## src/rtl/rv_core_pkg.sv

```systemverilog
// Shared RV32 core definitions: default data width, register index width,
// the hardwired-zero register index and the register address type.
package rv_core_pkg;

    localparam int RV_XLEN    = 32;
    localparam int REG_ADDR_W = 5;
    localparam int X0         = 0;

    typedef logic [REG_ADDR_W-1:0] reg_addr_t;

endpackage

```

## src/rtl/regfile_sb_if.sv

```systemverilog
// Bundle of the register file read, writeback, issue and debug signals.
// master: issue/writeback/debug side driving the file; slave: the register file.
interface regfile_sb_if
    import rv_core_pkg::*;
#(
    parameter int XLEN  = RV_XLEN,
    parameter int NREGS = 2 ** REG_ADDR_W
) ();

    localparam int AW = $clog2(NREGS);

    logic [AW-1:0]   rs1_addr;
    logic [AW-1:0]   rs2_addr;
    logic [XLEN-1:0] rs1_data;
    logic [XLEN-1:0] rs2_data;
    logic            rs1_busy;
    logic            rs2_busy;
    logic            wb_we;
    logic [AW-1:0]   wb_addr;
    logic [XLEN-1:0] wb_data;
    logic            issue_valid;
    logic [AW-1:0]   issue_rd;
    logic [AW-1:0]   dbg_addr;
    logic [XLEN-1:0] dbg_data;
    logic [AW:0]     pend_cnt;

    modport master (
        output rs1_addr, rs2_addr, wb_we, wb_addr, wb_data,
               issue_valid, issue_rd, dbg_addr,
        input  rs1_data, rs2_data, rs1_busy, rs2_busy, dbg_data, pend_cnt
    );

    modport slave (
        input  rs1_addr, rs2_addr, wb_we, wb_addr, wb_data,
               issue_valid, issue_rd, dbg_addr,
        output rs1_data, rs2_data, rs1_busy, rs2_busy, dbg_data, pend_cnt
    );

endinterface

```

## src/rtl/regfile_scoreboard.sv

```systemverilog
// Pending-write scoreboard: one bit per register, set at issue, cleared at
// writeback, with set winning when both hit the same register in one cycle.
// pend_cnt is the registered popcount of the bits, updated with them.
module regfile_scoreboard #(
    parameter  int NREGS = 32,
    localparam int AW    = $clog2(NREGS)
) (
    input  logic             clk,
    input  logic             reset,
    input  logic             issue_valid,
    input  logic [AW-1:0]    issue_rd,
    input  logic             wb_we,
    input  logic [AW-1:0]    wb_addr,
    output logic [NREGS-1:0] pend,
    output logic [AW:0]      pend_cnt
);

    logic [NREGS-1:0] pend_r;
    logic [NREGS-1:0] pend_nxt_s;
    logic [AW:0]      cnt_r;

    function automatic logic [AW:0] popcount(input logic [NREGS-1:0] bits);
        logic [AW:0] acc;
        acc = {(AW+1){1'b0}};
        for (int i = 0; i < NREGS; i++) begin
            acc = acc + {{AW{1'b0}}, bits[i]};
        end
        return acc;
    endfunction

    // Next pending state: a new producer supersedes a completing one; x0 never pends.
    always_comb begin
        pend_nxt_s = pend_r;
        for (int i = 1; i < NREGS; i++) begin
            if (issue_valid && (issue_rd == AW'(i))) begin
                pend_nxt_s[i] = 1'b1;
            end else if (wb_we && (wb_addr == AW'(i))) begin
                pend_nxt_s[i] = 1'b0;
            end else begin
                pend_nxt_s[i] = pend_r[i];
            end
        end
        pend_nxt_s[0] = 1'b0;
    end

    // Pending bits and their count; reset discards any same-cycle issue/writeback.
    always_ff @(posedge clk or posedge reset) begin
        if (reset) begin
            pend_r <= {NREGS{1'b0}};
            cnt_r  <= {(AW+1){1'b0}};
        end else begin
            pend_r <= pend_nxt_s;
            cnt_r  <= popcount(pend_nxt_s);
        end
    end

    assign pend     = pend_r;
    assign pend_cnt = cnt_r;

endmodule

```

## src/rtl/regfile_sb.sv

```systemverilog
// RV32 integer register file with pending-write scoreboard.
// Two combinational read ports, one synchronous write port, one debug port;
// x0 reads as zero and never pends.
// Build option: define REGFILE_BYPASS_EN to forward the writeback data to a
// matching read port in the same cycle (debug port is never forwarded).
module regfile_sb
    import rv_core_pkg::*;
#(
    parameter int XLEN  = RV_XLEN,
    parameter int NREGS = 2 ** REG_ADDR_W
) (
    input logic         clk,
    input logic         reset,
    regfile_sb_if.slave bus
);

    localparam int            AW        = $clog2(NREGS);
    localparam logic [AW-1:0] ZERO_ADDR = AW'(X0);

`ifdef REGFILE_BYPASS_EN
    localparam bit BYPASS = 1'b1;
`else
    localparam bit BYPASS = 1'b0;
`endif

    logic [XLEN-1:0]  regs_r [NREGS];
    logic [NREGS-1:0] pend_s;
    logic [AW:0]      pend_cnt_s;
    logic             wb_ok_s;
    logic             issue_on_wb_s;
    logic [XLEN:0]    rs1_rd_s;
    logic [XLEN:0]    rs2_rd_s;

    // Returns {busy, data} for one read port.
    function automatic logic [XLEN:0] read_port(
        input logic [AW-1:0]   addr,
        input logic [XLEN-1:0] arr_data,
        input logic            arr_busy,
        input logic            fwd_hit,
        input logic [XLEN-1:0] fwd_data,
        input logic            fwd_reissue
    );
        logic [XLEN:0] res;
        if (addr == ZERO_ADDR) begin
            res = {1'b0, {XLEN{1'b0}}};
        end else if (fwd_hit) begin
            // Forwarded value is complete unless a new producer reissues the register.
            res = {(fwd_reissue & arr_busy), fwd_data};
        end else begin
            res = {arr_busy, arr_data};
        end
        return res;
    endfunction

    assign wb_ok_s       = bus.wb_we && (bus.wb_addr != ZERO_ADDR);
    assign issue_on_wb_s = bus.issue_valid && (bus.issue_rd == bus.wb_addr);

    regfile_scoreboard #(.NREGS(NREGS)) u_scoreboard (
        .clk         (clk),
        .reset       (reset),
        .issue_valid (bus.issue_valid),
        .issue_rd    (bus.issue_rd),
        .wb_we       (bus.wb_we),
        .wb_addr     (bus.wb_addr),
        .pend        (pend_s),
        .pend_cnt    (pend_cnt_s)
    );

    // Data array: cleared by reset, written at writeback except for x0.
    always_ff @(posedge clk or posedge reset) begin
        if (reset) begin
            for (int i = 0; i < NREGS; i++) begin
                regs_r[i] <= {XLEN{1'b0}};
            end
        end else if (wb_ok_s) begin
            regs_r[bus.wb_addr] <= bus.wb_data;
        end
    end

    // Read port muxing with optional same-cycle writeback forwarding.
    always_comb begin
        rs1_rd_s = read_port(bus.rs1_addr, regs_r[bus.rs1_addr], pend_s[bus.rs1_addr],
                             BYPASS && wb_ok_s && (bus.wb_addr == bus.rs1_addr),
                             bus.wb_data, issue_on_wb_s);
        rs2_rd_s = read_port(bus.rs2_addr, regs_r[bus.rs2_addr], pend_s[bus.rs2_addr],
                             BYPASS && wb_ok_s && (bus.wb_addr == bus.rs2_addr),
                             bus.wb_data, issue_on_wb_s);
    end

    // Debug port reads array state only.
    always_comb begin
        if (bus.dbg_addr == ZERO_ADDR) begin
            bus.dbg_data = {XLEN{1'b0}};
        end else begin
            bus.dbg_data = regs_r[bus.dbg_addr];
        end
    end

    assign bus.rs1_data = rs1_rd_s[XLEN-1:0];
    assign bus.rs1_busy = rs1_rd_s[XLEN];
    assign bus.rs2_data = rs2_rd_s[XLEN-1:0];
    assign bus.rs2_busy = rs2_rd_s[XLEN];
    assign bus.pend_cnt = pend_cnt_s;

endmodule

```

## src/flat_wrapper.sv

```systemverilog
// flat-port wrapper written by rule: the top's interface ports become plain ports
module regfile_sb_flat import rv_core_pkg::*;
#(
    parameter int XLEN  = RV_XLEN,
    parameter int NREGS = 2 ** REG_ADDR_W
)
  (clk, reset, bus_rs1_addr, bus_rs2_addr, bus_wb_we, bus_wb_addr, bus_wb_data, bus_issue_valid, bus_issue_rd, bus_dbg_addr, bus_rs1_data, bus_rs2_data, bus_rs1_busy, bus_rs2_busy, bus_dbg_data, bus_pend_cnt);
  regfile_sb_if #(.XLEN(XLEN), .NREGS(NREGS)) bus_i ();
  input logic clk;
  input logic reset;
  input wire logic [$bits(bus_i.rs1_addr)-1:0] bus_rs1_addr;
  input wire logic [$bits(bus_i.rs2_addr)-1:0] bus_rs2_addr;
  input wire logic [$bits(bus_i.wb_we)-1:0] bus_wb_we;
  input wire logic [$bits(bus_i.wb_addr)-1:0] bus_wb_addr;
  input wire logic [$bits(bus_i.wb_data)-1:0] bus_wb_data;
  input wire logic [$bits(bus_i.issue_valid)-1:0] bus_issue_valid;
  input wire logic [$bits(bus_i.issue_rd)-1:0] bus_issue_rd;
  input wire logic [$bits(bus_i.dbg_addr)-1:0] bus_dbg_addr;
  output wire logic [$bits(bus_i.rs1_data)-1:0] bus_rs1_data;
  output wire logic [$bits(bus_i.rs2_data)-1:0] bus_rs2_data;
  output wire logic [$bits(bus_i.rs1_busy)-1:0] bus_rs1_busy;
  output wire logic [$bits(bus_i.rs2_busy)-1:0] bus_rs2_busy;
  output wire logic [$bits(bus_i.dbg_data)-1:0] bus_dbg_data;
  output wire logic [$bits(bus_i.pend_cnt)-1:0] bus_pend_cnt;
  assign bus_i.rs1_addr = bus_rs1_addr;
  assign bus_i.rs2_addr = bus_rs2_addr;
  assign bus_i.wb_we = bus_wb_we;
  assign bus_i.wb_addr = bus_wb_addr;
  assign bus_i.wb_data = bus_wb_data;
  assign bus_i.issue_valid = bus_issue_valid;
  assign bus_i.issue_rd = bus_issue_rd;
  assign bus_i.dbg_addr = bus_dbg_addr;
  assign bus_rs1_data = bus_i.rs1_data;
  assign bus_rs2_data = bus_i.rs2_data;
  assign bus_rs1_busy = bus_i.rs1_busy;
  assign bus_rs2_busy = bus_i.rs2_busy;
  assign bus_dbg_data = bus_i.dbg_data;
  assign bus_pend_cnt = bus_i.pend_cnt;
  regfile_sb #(.XLEN(XLEN), .NREGS(NREGS)) u_core (.clk(clk), .reset(reset), .bus(bus_i));
endmodule
```

## config.mk

```make
export PLATFORM = sky130hd
export DESIGN_NAME = regfile_sb_flat
export DESIGN_NICKNAME = d
export VERILOG_FILES = /design/src/rtl/rv_core_pkg.sv /design/src/rtl/regfile_sb_if.sv /design/src/rtl/regfile_scoreboard.sv /design/src/rtl/regfile_sb.sv /design/src/flat_wrapper.sv
export SDC_FILE = /design/constraint.sdc
export NUM_CORES = 2
export LEC_CHECK = 0
export CORE_MARGIN = 10
export CORE_UTILIZATION = 25
export DETAILED_ROUTE_END_ITERATION = 7
export MAX_ROUTING_LAYER = met4
export SLEW_MARGIN = 5
export SYNTH_ARGS = -nofsm -noshare
export SYNTH_HDL_FRONTEND = slang
export SYNTH_SLANG_ARGS = --single-unit
```

## constraint.sdc

```tcl
create_clock -name clk -period 42.9 [get_ports clk]
set_clock_uncertainty 0.05 [all_clocks]
set_input_delay 6.435 -clock clk [delete_from_list [all_inputs] [get_ports clk]]
set_output_delay 6.435 -clock clk [all_outputs]
set_load 0.01 [all_outputs]
```

==> reports/results.ini <==
[route]
firstDrtPassIters = 5
wl_um = 259000
antenna_violating_nets_post_route = 0
drt-wirelength-per-cell_um = 31.8
viasPerCell = 5.77
vias = 47000
route.detailed.drc = 0
drt_iter0_markers = 5593

[logic_synthesis]
ys.warnings.count = 0
ys_seq_area_share_pct = 40.4
syn-cell-area_sq_um = 65800
ys_async_sr_fraction_pct = 100
synthTopCellsByArea = dfrtp_1 40%, mux4_2 20%, mux2_2 18%, mux2i_1 5.9%, clkbuf_1 1.6%
synth.distinct_cells = 56
syn_inst = 4697
avgSynthCellArea_sq_um = 14.0
synth_seq_cells = 1061
yosysTopAreaCell = dfrtp_1
syn-num-nets = 4788
synth_top_cell_area_share_pct = 40.4
synth-edff-count = 0
ys.flop_type = dfrtp_1

[clocking]
cts-resized-gates = 0
cts_setup_buffers = 0
path_clk_slew_ns = 0.07
root_buffer = clkbuf_16
cts_tree = yes
clockBufferDepth = 3
clock-sinks = 1061
cts_hold_buf = 0
cts-htree-levels = 3
clk_latency_ns = 0.75
cts_buffers = 109

[placement]
placed_cell_area_sq_um = 70300
gp_congestion = 0.857
port-buffer-count = 164
dp_hpwl_um = 146000
pre_cts_slack_ns = 24.48

[global_routing]
antenna_found_initial = 38
grt_pass1_vias = 48400
grt_start_max_net_pins = 176
grt_pass1_wl_um = 369000
gr-total-overflow = 0
grt_usage_pct = 18.0

[cells_and_area]
drive_gt1_share_pct = 44.7
nNetsFinal = 4608
synthToLayoutAreaGrowth_pct = 12.8
finalInstanceArea_sq_um = 74200
final_cell_mix = 1061 x mux2_2, 1061 x dfrtp_1, 588 x mux4_2, 387 x mux2i_1, 149 x clkdlybuf4s50_1
fin_util_pct = 28.3

[status]
violations = max-capacitance violations
status = complete, but fails checks

[floorplan]
die_area_sq_um = 284000
initial_core_util_pct = 25.1
chipHeight_um = 533
die_x_um = 533
io-pin-count = 165
core_area_sq_um = 262000
rows = 188

[worst_setup_path]
crit_path_end_kind = primary output
cp-start-kind = primary input
criticalPathCategory = primary input to primary output
required_ns = 36.42
arrival_ns = 11.86
crit_fanout = 44
rrSetupSlack_ns = 37.52
r2r_cells = 16

[power]
peakVddDrop_mv = 0.108
power.density_nw_per_um2 = 47.9
leakagePower_nw = 30.5

[timing]
slew_viol_final = 0
rsz0062_at_grt = false
min_period_ns = 18.35
holdWs_ns = 0.368
post-route-period-util_pct = 42.8
relSlewSlack_pct = 0.256
worst_slack_ns = 24.55
hold_viol_final = 0
fmax_mhz = 54.5
setup_viol = 0
worstMarginPinSlew_ns = 1.49
tns_ns = 0

[job]
cap_viol_max_count = 1

[hold_path]
worstHoldPathType = register to register
whs_path_depth = 0

==> kinds of logic (layout without fill, tap and decap cells) <==
family	Yosys count	count (layout)	share of synthesized area [%]
muxes	2067	2067	44.9
buffers and inverters	597	509	4.49
adders and majority gates	30	30	0.833
AOI/OAI and AO/OA	615	615	6.90
xor gates and xnor gates	3	3	0.0400
other	0	21	0
DFF	1061	1061	40.4
and+or+nand+nor	324	324	2.49
==> sequential cells by signal, summed over array words and instances (netlist names) <==
register / count
u_core.regs_r: 1024
u_core.u_scoreboard.pend_cnt: 6
u_core.u_scoreboard.pend: 31
==> final timing paths <==
path	from	endpoint
hold / removal	u_core.regs_r[1009]	u_core.regs_r[1009]
hold reg to reg	u_core.regs_r[1009]	u_core.regs_r[1009]
setup / recovery	bus_rs2_addr[1]	bus_rs2_data[22]
min in group asynchronous	reset	u_core.regs_r[413]
setup reg to reg	u_core.u_scoreboard.pend[24]	u_core.u_scoreboard.pend_cnt[4]
max in group asynchronous	reset	u_core.regs_r[531]
==> worst max-delay path, stage by stage <==
cell	delay [ns]
buf_8	0.37
buf_4	0.53
buf_4	0.66
buf_4	0.71
buf_4	0.73
mux4_2	0.35
nor2b_1	0.13
a211oi_1	0.07
a311oi_1	0.97
clkdlybuf4s50_1	0.72
==> where the power goes <==
group	internal, mW	total [mW]	switching (mW)
sequential	1.20	1.40	0.197
clock	0.611	1.05	0.442
combinational	0.595	1.10	0.506
total	2.41	3.55	1.15
==> stage by stage <==
| step | std cells | power [mW] |
|---|---|---|
| after global placement | 7920 | 2.47 |
| final | 8145 | 3.55 |
| after CTS | 8124 | 3.56 |
| after detailed placement | 7921 | 2.50 |
| after global routing | 8142 | 3.73 |
| after floorplan | 4697 | 2.18 |
==> routing by layer <==
metal  GRT usage [%]  wire length (um)  share of wire [%]
met2            27.7            119000                 46
met3            4.07             23300                9.0
met1            21.4             97900                 38
met5               -                 0                  0
met4            11.6             19000                7.3
==> Yosys cell counts (all sizes together), types with 7 or more instances <==
cell type	n
a21oi	36
mux4	588
nor2	31
buf	281
mux2i	387
nor2b	76
a22oi	109
mux2	1092
nor3	7
a221oi	80
ha	7
o221ai	64
dfrtp	1061
o2111ai	18
a22o	18
clkbuf	280
nand2b	12
o21ai	122
a211oi	96
nand2	138
a311oi	66
nand4	32
inv	36
fa	23
==> cell type report <==
cell class                 count  area [sq um]
clock buffer                 154          3210
inverter                      36           148
antenna                       21          52.6
timing repair buffer         270          2560
sequential                  1061         26600
multi-input combinational   3039         36600
tap                         3515          4400
clock inverter                49           671
fill                       26400        188000
No activity file was read; power rests on OpenSTA's default activity.
